<file path="config.mk">
export PLATFORM = sky130hd
export DESIGN_NAME = load_store_unit_flat
export DESIGN_NICKNAME = d
export VERILOG_FILES = /design/src/rtl/load_store_unit_pkg.sv /design/src/rtl/load_store_unit_if.sv /design/src/rtl/lsu_lane_align.sv /design/src/rtl/load_store_unit.sv /design/src/flat_wrapper.sv
export SDC_FILE = /design/constraint.sdc
export NUM_CORES = 1
export LEC_CHECK = 0
export ABC_AREA = 1
export BUFFER_PORTS_ARGS = -buffer_cell sky130_fd_sc_hd__buf_2
export CORE_MARGIN = 2
export CORE_UTILIZATION = 35
export CTS_CLUSTER_DIAMETER = 200
export DETAILED_ROUTE_END_ITERATION = 8
export GPL_ROUTABILITY_DRIVEN = 0
export GPL_TIMING_DRIVEN = 0
export PLACE_DENSITY_LB_ADDON = 0.1
export SYNTH_ARGS = -nofsm -noshare
export SYNTH_HDL_FRONTEND = slang
export SYNTH_HIERARCHICAL = 1
export SYNTH_SLANG_ARGS = --single-unit
</file>
<file path="constraint.sdc">
create_clock -name clk -period 3.5 [get_ports clk]
set_input_delay 0.175 -clock clk [delete_from_list [all_inputs] [get_ports clk]]
set_output_delay 0.175 -clock clk [all_outputs]
set_load 0.02 [all_outputs]
</file>
<file path="src/rtl/load_store_unit_pkg.sv">
// Shared types and helpers for the load/store unit: access size codes, FSM states,
// alignment checks.
package load_store_unit_pkg;

  typedef enum logic [1:0] {
    SzByte = 2'b00,
    SzHalf = 2'b01,
    SzWord = 2'b10,
    SzRsvd = 2'b11
  } size_e;

  typedef enum logic [2:0] {
    StIdle    = 3'd0,
    StLd      = 3'd1,
    StStWr    = 3'd2,
    StRmwRd   = 3'd3,
    StRmwWr   = 3'd4,
    StResp    = 3'd5,
    StErrResp = 3'd6
  } state_e;

  function automatic logic is_misaligned(size_e size, logic [1:0] offset);
    logic mis;
    case (size)
      SzByte:  mis = 1'b0;
      SzHalf:  mis = offset[0];
      SzWord:  mis = (offset != 2'b00);
      default: mis = 1'b1;
    endcase
    return mis;
  endfunction

  // Clears the low address bits a given size cannot use.
  function automatic logic [31:0] align_addr(size_e size, logic [31:0] addr);
    logic [31:0] a;
    a = addr;
    case (size)
      SzByte:  a = addr;
      SzHalf:  a[0] = 1'b0;
      default: a[1:0] = 2'b00;
    endcase
    return a;
  endfunction

endpackage

</file>
<file path="src/rtl/load_store_unit_if.sv">
// CPU request/response handshake plus the async_mem word port of the load/store unit.
interface load_store_unit_if;
  logic        req_valid;
  logic        req_ready;
  logic        req_write;
  logic [1:0]  req_size;
  logic        req_signed;
  logic [31:0] req_addr;
  logic [31:0] req_wdata;
  logic        resp_valid;
  logic        resp_ready;
  logic [31:0] resp_rdata;
  logic        resp_err;
  logic        mem_write;
  logic [31:0] mem_address;
  logic [31:0] mem_write_data;
  logic [31:0] mem_read_data;

  modport master (
    output req_valid, req_write, req_size, req_signed, req_addr, req_wdata, resp_ready,
    output mem_read_data,
    input  req_ready, resp_valid, resp_rdata, resp_err, mem_write, mem_address, mem_write_data
  );

  modport slave (
    input  req_valid, req_write, req_size, req_signed, req_addr, req_wdata, resp_ready,
    input  mem_read_data,
    output req_ready, resp_valid, resp_rdata, resp_err, mem_write, mem_address, mem_write_data
  );
endinterface

</file>
<file path="src/rtl/lsu_lane_align.sv">
// Combinational lane logic: extract and extend a load lane, or merge store data into a word.
module lsu_lane_align
  import load_store_unit_pkg::*;
#(
  parameter bit BigEndian = 1'b1
) (
  input  size_e       size,
  input  logic        sign_ext,
  input  logic [1:0]  offset,
  input  logic [31:0] load_word,
  input  logic [31:0] merge_word,
  input  logic [31:0] wdata,
  output logic [31:0] load_data,
  output logic [31:0] merge_data
);
  logic [1:0]  byte_lane;
  logic        half_lane;
  logic [7:0]  ld_byte;
  logic [15:0] ld_half;

  assign byte_lane = BigEndian ? (2'd3 - offset) : offset;
  assign half_lane = BigEndian ? ~offset[1] : offset[1];
  assign ld_byte   = load_word[{byte_lane, 3'b000} +: 8];
  assign ld_half   = load_word[{half_lane, 4'b0000} +: 16];

  always_comb begin
    load_data  = load_word;
    merge_data = wdata;
    case (size)
      SzByte: begin
        load_data  = {{24{sign_ext & ld_byte[7]}}, ld_byte};
        merge_data = merge_word;
        merge_data[{byte_lane, 3'b000} +: 8] = wdata[7:0];
      end
      SzHalf: begin
        load_data  = {{16{sign_ext & ld_half[15]}}, ld_half};
        merge_data = merge_word;
        merge_data[{half_lane, 4'b0000} +: 16] = wdata[15:0];
      end
      default: ;
    endcase
  end
endmodule

</file>
<file path="src/rtl/load_store_unit.sv">
// Load/store unit: turns byte/half/word CPU requests into word accesses on async_mem,
// using read-modify-write for sub-word stores. One request outstanding at a time.
module load_store_unit
  import load_store_unit_pkg::*;
#(
  parameter bit BigEndian     = 1'b1,
  parameter bit ErrOnMisalign = 1'b1
) (
  input logic              clk,
  input logic              reset,
  load_store_unit_if.slave bus
);
  state_e      state_q, state_d;
  size_e       size_q;
  logic        signed_q;
  logic [31:0] addr_q, wdata_q, merge_q, rdata_q;

  size_e       req_size, size_eff;
  logic        accept, misaligned;
  logic [31:0] load_data, merge_data;

  assign req_size   = size_e'(bus.req_size);
  // With error reporting disabled the reserved size behaves as a word access.
  assign size_eff   = (req_size == SzRsvd) ? SzWord : req_size;
  assign misaligned = is_misaligned(req_size, bus.req_addr[1:0]);
  assign accept     = bus.req_valid && (state_q == StIdle);

  lsu_lane_align #(
    .BigEndian(BigEndian)
  ) u_lane_align (
    .size      (size_q),
    .sign_ext  (signed_q),
    .offset    (addr_q[1:0]),
    .load_word (bus.mem_read_data),
    .merge_word(merge_q),
    .wdata     (wdata_q),
    .load_data (load_data),
    .merge_data(merge_data)
  );

  always_comb begin
    state_d = state_q;
    case (state_q)
      StIdle: begin
        if (bus.req_valid) begin
          if (misaligned && ErrOnMisalign)  state_d = StErrResp;
          else if (!bus.req_write)          state_d = StLd;
          else if (size_eff == SzWord)      state_d = StStWr;
          else                              state_d = StRmwRd;
        end
      end
      StLd, StStWr, StRmwWr:     state_d = StResp;
      StRmwRd:                   state_d = StRmwWr;
      StResp, StErrResp: begin
        if (bus.resp_ready) state_d = StIdle;
      end
      default:                   state_d = StIdle;
    endcase
  end

  always_ff @(posedge clk or posedge reset) begin
    if (reset) begin
      state_q  <= StIdle;
      size_q   <= SzWord;
      signed_q <= 1'b0;
      addr_q   <= '0;
      wdata_q  <= '0;
      merge_q  <= '0;
      rdata_q  <= '0;
    end else begin
      state_q <= state_d;
      if (accept) begin
        size_q   <= size_eff;
        signed_q <= bus.req_signed;
        addr_q   <= align_addr(size_eff, bus.req_addr);
        wdata_q  <= bus.req_wdata;
        rdata_q  <= '0;
      end
      if (state_q == StLd)    rdata_q <= load_data;
      if (state_q == StRmwRd) merge_q <= bus.mem_read_data;
    end
  end

  always_comb begin
    bus.req_ready      = (state_q == StIdle);
    bus.resp_valid     = (state_q == StResp) || (state_q == StErrResp);
    bus.resp_err       = (state_q == StErrResp);
    bus.resp_rdata     = rdata_q;
    bus.mem_write      = (state_q == StStWr) || (state_q == StRmwWr);
    bus.mem_address    = {addr_q[31:2], 2'b00};
    bus.mem_write_data = '0;
    if (state_q == StStWr)  bus.mem_write_data = wdata_q;
    if (state_q == StRmwWr) bus.mem_write_data = merge_data;
  end
endmodule

</file>
<file path="src/flat_wrapper.sv">
// flat-port wrapper written by rule: the top's interface ports become plain ports
module load_store_unit_flat import load_store_unit_pkg::*;
#(
  parameter bit BigEndian     = 1'b1,
  parameter bit ErrOnMisalign = 1'b1
)
  (clk, reset, bus_req_valid, bus_req_write, bus_req_size, bus_req_signed, bus_req_addr, bus_req_wdata, bus_resp_ready, bus_mem_read_data, bus_req_ready, bus_resp_valid, bus_resp_rdata, bus_resp_err, bus_mem_write, bus_mem_address, bus_mem_write_data);
  load_store_unit_if bus_i ();
  input logic clk;
  input logic reset;
  input wire logic [$bits(bus_i.req_valid)-1:0] bus_req_valid;
  input wire logic [$bits(bus_i.req_write)-1:0] bus_req_write;
  input wire logic [$bits(bus_i.req_size)-1:0] bus_req_size;
  input wire logic [$bits(bus_i.req_signed)-1:0] bus_req_signed;
  input wire logic [$bits(bus_i.req_addr)-1:0] bus_req_addr;
  input wire logic [$bits(bus_i.req_wdata)-1:0] bus_req_wdata;
  input wire logic [$bits(bus_i.resp_ready)-1:0] bus_resp_ready;
  input wire logic [$bits(bus_i.mem_read_data)-1:0] bus_mem_read_data;
  output wire logic [$bits(bus_i.req_ready)-1:0] bus_req_ready;
  output wire logic [$bits(bus_i.resp_valid)-1:0] bus_resp_valid;
  output wire logic [$bits(bus_i.resp_rdata)-1:0] bus_resp_rdata;
  output wire logic [$bits(bus_i.resp_err)-1:0] bus_resp_err;
  output wire logic [$bits(bus_i.mem_write)-1:0] bus_mem_write;
  output wire logic [$bits(bus_i.mem_address)-1:0] bus_mem_address;
  output wire logic [$bits(bus_i.mem_write_data)-1:0] bus_mem_write_data;
  assign bus_i.req_valid = bus_req_valid;
  assign bus_i.req_write = bus_req_write;
  assign bus_i.req_size = bus_req_size;
  assign bus_i.req_signed = bus_req_signed;
  assign bus_i.req_addr = bus_req_addr;
  assign bus_i.req_wdata = bus_req_wdata;
  assign bus_i.resp_ready = bus_resp_ready;
  assign bus_i.mem_read_data = bus_mem_read_data;
  assign bus_req_ready = bus_i.req_ready;
  assign bus_resp_valid = bus_i.resp_valid;
  assign bus_resp_rdata = bus_i.resp_rdata;
  assign bus_resp_err = bus_i.resp_err;
  assign bus_mem_write = bus_i.mem_write;
  assign bus_mem_address = bus_i.mem_address;
  assign bus_mem_write_data = bus_i.mem_write_data;
  load_store_unit #(.BigEndian(BigEndian), .ErrOnMisalign(ErrOnMisalign)) u_core (.clk(clk), .reset(reset), .bus(bus_i));
endmodule
</file>
# == Word level (Yosys, flattened, before mapping) ==
# Index checks and enable logic that the tools add are counted.
# totals
out_inout_bits,100
regBits,134
in_bits,104
# op_classes
n_reduce_logical,13
eq_ne,14
n_mux,18
n_addsub,3
bitwise,3
shift,6
# ops
cell,count
2-to-1 mux 32 bit,4
one-hot mux 32 bit (2 select lines),2
bitwise mux 32 bit,2
"variable shift 16 x 7 -> 32 bit, first input constant",1
"variable shift 8 x 7 -> 32 bit, first input constant",1
indexed part select 16 x 7 -> 32 bit,1
indexed part select 32 x 6 -> 16 bit,1
indexed part select 32 x 6 -> 8 bit,1
indexed part select 8 x 7 -> 32 bit,1
negator 5 -> 7 bit,2
2-to-1 mux 3 bit,4
one-hot mux 3 bit (4 select lines),1
"equality test 3 bit, second input constant",3
"equality test 2 x 1 -> 1 bit, second input constant",3
"equality test 2 bit, second input constant",3
"equality test 3 x 2 -> 1 bit, second input constant",2
zero test 2 bit,3
"inequality test 2 bit, second input constant",2
nonzero test 2 bit,2
OR reduction 2 bit,2
"equality test 3 x 1 -> 1 bit, second input constant",1
zero test 3 bit,1
2-to-1 mux 1 bit,3
one-hot mux 1 bit (3 select lines),1
other kinds (8),10

# == Longest topological paths before layout ==
# Gate-level depths: netlist of the first run.
# depth
word_depth,8
ltp_mapped,12

# == Hierarchy ==
# Netlist of the first run, hierarchy kept.
# modules_own_cells
mod,area_per_inst_um2,cells_each,seq_area_each_um2,instances
load_store_unit,5950.7,649,3354.5,1
lsu_lane_align,2029.4,464,0.0,1

# == Worst setup path after synthesis of the first run ==
# Ideal clock, no wire load.
# synth_path
path_kind,flip-flop to output port
start,register u_core.addr_q[1]
end,output port bus_mem_write_data[29]
arrival_time_ns,2.109
n_path_buf,1
stages_incl_launch_ff,13
required_ns,3.325
path_slack_ns,1.216
path_cell_list,dfrtp_1 > inv_2 > clkbuf_1 > ha_1 > inv_1 > nand2_1 > nor2_1 > nand2_1 > o21ai_0 > nand2_1 > nand2_1 > nand3_1 > o21ai_0
# synth_between
elab_chain_cells,6
elab_cells_between_ends,12
classes_between,3 x add/sub; 4 x shift; 4 x mux; 1 x bitwise
# synth_lines
element,line_no,source
start: declaration,load_store_unit.sv:16,"logic [31:0] addr_q, wdata_q, merge_q, rdata_q;"
start signal: assignment,load_store_unit.sv:75,"addr_q <= align_addr(size_eff, bus.req_addr);"
subtractor 2 bit or NOT 1 bit (tied branches),"lsu_lane_align.sv:21, lsu_lane_align.sv:22",
"negator 5 -> 7 bit, on equally long branches","lsu_lane_align.sv:33, lsu_lane_align.sv:38",
"indexed part select 8 x 7 -> 32 bit, or another cell as far along",lsu_lane_align.sv:33,"merge_data[{byte_lane, 3'b000} +: 8] = wdata[7:0];"
"bitwise mux 32 bit, on equally long branches","lsu_lane_align.sv:33, lsu_lane_align.sv:38",
one-hot mux 32 bit (2 select lines) (*),lsu_lane_align.sv:29,case (size)
via u_core.merge_data[29],load_store_unit.sv:20,"logic [31:0] load_data, merge_data;"
2-to-1 mux 32 bit (*),load_store_unit.sv:93,if (state_q == StRmwWr) bus.mem_write_data = merge_data;
end: declaration,flat_wrapper.sv:25,output wire logic [$bits(bus_i.mem_write_data)-1:0] bus_mem_write_data;
# The timed path passes the listed nets; every way through them passes the cells marked *.

# == Worst setup path in the final report of the first run ==
# layout_path
start,register u_core.addr_q[0]
end,output port bus_mem_write_data[9]
# layout_between
elab_chain_cells,6
elab_cells_between_ends,7
classes_between,2 x add/sub; 2 x shift; 3 x mux
# layout_lines
element,line_no,source
subtractor 2 bit (*),lsu_lane_align.sv:21,assign byte_lane = BigEndian ? (2'd3 - offset) : offset;
negator 5 -> 7 bit (*),lsu_lane_align.sv:33,
indexed part select 8 x 7 -> 32 bit or variable shift 8 x 7 -> 32 bit (tied branches),lsu_lane_align.sv:33,
bitwise mux 32 bit (*),lsu_lane_align.sv:33,
one-hot mux 32 bit (2 select lines) (*),lsu_lane_align.sv:29,
via u_core.merge_data[9],load_store_unit.sv:20,
2-to-1 mux 32 bit (*),load_store_unit.sv:93,
# Marks and branches as above.

==> results.md, run 1 <==
- Vias post-DR: 8173
- Post-layout instance area: 10700 um^2
- Metal2 WL: 12900 um
- Pre-CTS WS: 437 ps
- First-pass GRT wire length: 42400 um
- Post-CTS setup repair buffer count: 0
- Max Used Layer: met4
- Final hold viol count: 0
- Core Region: 22500 um^2
- Max Cap Viol: 0
- VDD IR max: a little under 0.5 mV
- Final std cells w/o fill: 1698
- Most frequent cells in the layout: nand2_1 (462), buf_2 (220), dfrtp_1 (133)
- Synth Register Bits: between 100 and 150
- Seq/Total Area, Yosys: 42.0%
- M1 wire length: between 10000 and 15000 um
- Crit-path leading delay family: simple AND/OR/NAND/NOR gates
- Crit Path Class: register to primary output
- Tcrit/Tclk final: 85.2%
- Chip width: 155 um
- WL final: 27100 um
- Placed Area: 9410 um^2
- IO buf count: 201
- Logic pwr share: 52.2%
- Worst slew pin tran: ~600 ps
- Switching share of power: 47.0%
- PD cells: 927 nW/um^2
- Setup Skew: 6.08 ps
- Latest clock arrival within the worst-skew pair: 420 ps
- Slowest Stage Delay on Critical Path: 520 ps
- Die H: 155 um
- Total power: around 9.9 mW
- Synth top area cells: dfrtp_1 (42%), nand2_1 (22%), o21ai_0 (6.5%)
- Synth Cell Area: roughly 8000 um^2
- Worst Path Max Fanout: 8
- Num CTS Buffers: 17
- Pin count of the biggest net entering global routing: 41
- Post-route ant nets: 0
- Sequence of cells on the critical path: inv_1 > ha_2 > nand2_1 > nor2_1 > nand2_1 > o21ai_0 > nand2_1 > nand2_1 > nand3_1 > o21ai_0 > buf_2
- Setup_tns: 0 ps
- Area growth syn-to-layout: 33.7%
- Site row count: 55
- CTS H-tree lvls: 4
- Worst path bufs/invs: 2
- Fmax: 0.335 GHz
- Clk network pwr share: 19.4%
- Total number of yosys warnings: 6
- Antenna cell count: 0
- Vias in the first global route: between 7000 and 8000
- Critical path data required time: between 3000 and 4000 ps
- Avg Cell Area, Syn: 7.17 um^2
- Commonest non-fill, non-tap cell in the layout: nand2_1
- RSZ-0062 raised after global routing: no
- Initial antenna violation count: 0
- Share of the synthesized area in the top cell type: around two fifths
- P_leak: around 6 nW
- Startpoint Class: register
- Critical Path Most Common Cell: nand2_1
- Clk sink count: 134
- Crit path DAT: 2810 ps
- # nets final: 1509
- Crit path capture type: primary output
- Vias per cell: 4.81
- Met3 Wirelength: 1550 um
- Status: completed
- Clk slew on worst S/H paths: about 60 ps
- Dpl cells: 1603
- Yosys cell types: 33
- DR DRC count: 0
- Root buffer cell: clkbuf_16
- Final global-route overflow total: 0
- Sequential Power Share: between 20 and 30%
- CTS max path bufs: 2
- Net Switching: around 4.7 mW
- Synth area leader: dfrtp_1
- Max-slew violations: 0
- Slowest cell on crit path: dfrtp_1
- Top Ports: about 200
- Avg WL per Cell: 16.0 um
- Post-DP HPWL: 20700 um
- Final WS setup: 518 ps
- Internal Power: 5.24 mW
- Synth Instances: 1113
- Starting DRT DRC Count: 542
- Period minus WS final: 2980 ps
- Die Area: 24000 um^2
- Final setup violating endpoints: 0
- GRT Util Overall: 22.8%
- Starting Density: about 35%
- DRT Pass-1 Iters: 7
- HP Class: input port to register
- Layout cells sized above 1: 25.2%
- Slew Limit Headroom: around 59%
- CTS tree: yes
state kept, by name, summed over array words and instances (netlist names):
register               flops
u_core/size_q              2
u_core/bus.resp_rdata     32
u_core/state_q             3
u_core/wdata_q            32
u_core/addr_q             32
u_core/merge_q            32
u_core/signed_q            1
Yosys cell counts (all sizes together):
master    n
nor3      2
conb      1
dfrtp   133
o21ai   105
dfstp     1
nor2     65
buf      68
mux2     32
clkinv    1
a22oi     8
clkbuf   21
nand4     4
ha        5
inv      86
a21oi    10
nand2   469
nand3b    1
o21a      1
nand3   100
cell families after synthesis:
kind of cell | synth area share (%)
flip-flops | 42.0
multiplexers | 4.52
AO/OA/AOI/OAI | 8.20
adder cells (fa/ha/maj) | 0.784
AND/OR/NAND/NOR | 33.3
other | 0.0470
buffers and inverters | 11.2
layout make-up:
type | instances | area, um^2
clock inverter | 14 | 189
inverter | 87 | 330
clock buffer | 18 | 429
timing repair buffer | 268 | 1710
buffer | 88 | 561
fill | 2359 | 11800
multi-input combinational | 804 | 3740
tap | 285 | 357
sequential | 134 | 3350
routing by layer:
layer | GRT usage [%] | up-vias
met4 | 6.04 | 0
met2 | 37.6 | 278
met5 | 0 | -
met3 | 3.29 | 28
met1 | 31.6 | 3815
li1 | - | 4052
path summary, 6_finish.rpt:
kind                       slack, ps  depth (start not counted)                 start                  endpoint
max                              520                         11      u_core/addr_q[0]     bus_mem_write_data[9]
min                                4                          2  bus_mem_read_data[1]         u_core/merge_q[1]
max reg2reg                     1590                          7      u_core/size_q[1]  u_core/bus.resp_rdata[0]
min reg2reg                      470                          2     u_core/addr_q[22]         u_core/addr_q[22]
max in group asynchronous       2290                          5                 reset          u_core/size_q[1]
min in group asynchronous        320                          3                 reset         u_core/addr_q[13]
metrics by stage:
step / utilization (%) / hold WS [ps]
finish: 47.4 / 3.54
global route: 47.4 / 11.2
CTS: 47.4 / 1.30
detailed placement: 41.8 / 226
global placement: 41.6 / 375
floorplan: - / 285
power by group through the flow:
stage,Clock [mW],Combinational [mW],Sequential (mW)
after floorplan,0,3.49,2.77
after global placement,0,5.03,2.81
after detailed placement,0,5.08,2.84
after CTS,1.95,5.16,2.81
after global routing,2.03,5.77,2.89
final,1.92,5.16,2.81
timing repair:
item,in CTS,in global routing
endpoints found under the setup margin,1,8
resized for setup,1,1
endpoints found under the hold margin,79,1
hold buffers,63,1
Power figures use the tool's default switching activity.
==> run 2, diff against run 1 <==
--- a/config.mk
+++ b/config.mk
@@ -6,11 +6,11 @@
 export NUM_CORES = 1
 export LEC_CHECK = 0
 export ABC_AREA = 1
-export BUFFER_PORTS_ARGS = -buffer_cell sky130_fd_sc_hd__buf_2
 export CORE_MARGIN = 2
 export CORE_UTILIZATION = 35
 export CTS_CLUSTER_DIAMETER = 200
 export DETAILED_ROUTE_END_ITERATION = 8
+export DONT_BUFFER_PORTS = 1
 export GPL_ROUTABILITY_DRIVEN = 0
 export GPL_TIMING_DRIVEN = 0
 export PLACE_DENSITY_LB_ADDON = 0.1
==> run 2 against run 1 <==
Net effect:
- via count decreased by 7.0%
- register-to-register slack got worse by 180 ps
- hold slack better by 2.9 ps
- total power shrank 4.6%
- maximum frequency decreased by 1.8%
- clock-buffer cell count down 1
- die area did not move
- critical path type unchanged
- largest cell class unchanged
- largest power group unchanged
- highest routed layer is now met5
==> results.md, run 2 (same netlist as run 1, synthesis figures left out) <==
- Sequential Power Share: 31.6% (+3.2 points)
- Slew Limit Headroom: 46.5% (-13 points)
- Num CTS Buffers: 17 (unchanged)
- Max Cap Viol: 0 (unchanged)
- P_leak: 5.16 nW (-13%)
- Area growth syn-to-layout: 25.7%
- Final std cells w/o fill: 1534 (-9.7%)
- Dpl cells: 1402 (-13%)
- Worst path bufs/invs: 2 (unchanged)
- Final hold viol count: 0 (unchanged)
- Starting Density: 35.5% (unchanged)
- Commonest non-fill, non-tap cell in the layout: nand2_1
- Vias in the first global route: 7377 (-5.4%)
- Clk network pwr share: 19.8% (+0.4 points)
- Root buffer cell: clkbuf_16
- Switching share of power: 48.0% (+0.99 points)
- Logic pwr share: 48.6% (-3.6 points)
- Metal2 WL: 12800 um (-0.96%)
- First-pass GRT wire length: 42000 um (-0.98%)
- Latest clock arrival within the worst-skew pair: 430 ps (about the same)
- Met3 Wirelength: 1950 um (+26%)
- RSZ-0062 raised after global routing: no
- Top Ports: 204 (unchanged)
- Critical path data required time: 3320 ps (about the same)
- Total power: 9.43 mW (-4.6%)
- Layout cells sized above 1: 12.4% (-13 points)
- Vias post-DR: 7603 (-7.0%)
- Net Switching: 4.53 mW (-2.6%)
- Site row count: 55 (unchanged)
- Crit path DAT: 2860 ps (+50 ps)
- Avg WL per Cell: 18.0 um (+13%)
- CTS H-tree lvls: 4 (unchanged)
- Post-DP HPWL: 20400 um (-1.7%)
- VDD IR max: 0.354 mV (-28%)
- Initial antenna violation count: 2 (+2)
- Max-slew violations: 0 (unchanged)
- FILL cells: 2340 (-0.81%)
- Post-route ant nets: 0 (unchanged)
- Post-CTS setup repair buffer count: 0 (unchanged)
- WL final: 27600 um (+1.9%)
- Clk slew on worst S/H paths: 60 ps (about the same)
- Internal Power: 4.90 mW (-6.4%)
- CTS tree: yes
- Core Region: 22500 um^2 (unchanged)
- PD cells: 941 nW/um^2 (+1.5%)
- Antenna cell count: 0 (unchanged)
- Vias per cell: 4.96 (+3.0%)
- Worst slew pin tran: 794 ps (+185 ps)
- GRT Util Overall: 23.1% (+0.24 points)
- Final setup violating endpoints: 0 (unchanged)
- Starting DRT DRC Count: 585 (+7.9%)
- Crit Path Class: register to primary output
- Setup Skew: 10.8 ps (+4.73 ps)
- Area of the multi-input gates: 3740 um^2 (unchanged)
- Status: completed
- # nets final: 1346 (-11%)
- Clk sink count: 134 (unchanged)
- FF+latch area: 3350 um^2 (unchanged)
- Most frequent cells in the layout: nand2_1 (462), dfrtp_1 (133), o21ai_0 (104)
- Max Used Layer: met5
- Fmax: 0.329 GHz (-1.8%)
- Pin count of the biggest net entering global routing: 38 (-7.3%)
- HP Class: input port to register
- M1 wire length: 12100 um (-1.1%)
- Critical Path Most Common Cell: nand2_1
- Slowest cell on crit path: dfrtp_1
- Crit-path leading delay family: simple AND/OR/NAND/NOR gates
- WHS: 6.41 ps (+2.87 ps)
- Worst Path Max Fanout: 19 (+11)
- IO buf count: 0 (-100%)
- Chip width: 155 um (unchanged)
- Die Area: 24000 um^2 (unchanged)
- CTS max path bufs: 2 (unchanged)
- Tcrit/Tclk final: 86.7% (+1.5 points)
- Die H: 155 um (unchanged)
- DRT Pass-1 Iters: 6 (-1)
- Slowest Stage Delay on Critical Path: 450 ps (-70 ps)
- Setup_tns: 0 ps (unchanged)
- Crit path capture type: primary output
- Startpoint Class: register
- Sequence of cells on the critical path: inv_2 > ha_2 > inv_1 > nand2_1 > nor2_2 > nand2_1 > o21ai_0 > nand2_1 > nand2_1 > nand3_1 > o21ai_0
- Period minus WS final: 3040 ps (+53.9 ps)
- Final global-route overflow total: 0 (unchanged)
- DR DRC count: 0 (unchanged)
run 2: cell types whose count changed in the layout (fill, tap and decap cells not counted), sizes merged:
cell,change
dlygate4sd3,+38
clkbuf,-1
clkinv,-1
clkinvlp,+2
inv,-1
buf,-201
run 2: path summary, 6_finish.rpt:
path,from,end,slack [ps],depth (start not counted)
setup reg to reg,u_core/state_q[1],u_core/addr_q[0],1410,8
setup / recovery,u_core/addr_q[1],bus_mem_write_data[25],460,11
hold / removal,bus_mem_read_data[4],u_core/bus.resp_rdata[4],6,4
hold reg to reg,u_core/addr_q[6],u_core/addr_q[6],470,2
max in group asynchronous,reset,u_core/size_q[1],2440,3
min in group asynchronous,reset,u_core/addr_q[10],370,2
run 2: final cells by class:
class / count / share of cell area (%)
clock buffers: 17 / 4.24
flip-flops and latches: 134 / 33.5
plain buffers: 88 / 5.59
repair buffers: 105 / 10.8
clock inverters: 14 / 1.75
inverters: 87 / 3.29
multi-input cells: 804 / 37.3
well taps: 285 / 3.56
run 2: timing repair:
action | in CTS | in global routing
endpoints found under the setup margin | 3 | 7
hold buffers | 102 | 0
endpoints found under the hold margin | 143 | 0
gates resized for setup | 1 | 1
run 2: metal layers:
layer	track usage, %	up-vias
met5	0	-
met4	8.29	2
met3	5.46	42
met2	36.6	295
met1	30.8	3533
li1	-	3731
run 2: per-stage QoR:
step / worst slack, ps / util [%] / cell area [um^2]
2_1_floorplan: 1220 / - / 7990
3_3_place_gp: 364 / 37.1 / 8340
3_5_place_dp: 411 / 37.3 / 8400
4_1_cts: 113 / 44.6 / 10000
5_1_grt: 291 / 44.6 / 10000
6_report: 464 / 44.6 / 10000
run 2: worst reg2reg max path, cell delays in order (launching register included):
cell           delay [ps]
dfrtp_1               370
buf_4                 170
nor2_8                200
nand2_4               100
nor2_8                200
buf_2                 280
nand3_1                90
dlygate4sd3_1         560
nand2_1                60
run 2: power by group through the flow:
stage	Clock [mW]	Combinational, mW	Sequential (mW)
finish	1.87	4.59	2.98
global route	1.98	5.13	3.06
CTS	1.91	4.57	2.98
detailed placement	0	4.45	3.01
global placement	0	4.41	3.00
floorplan	0	3.49	2.77
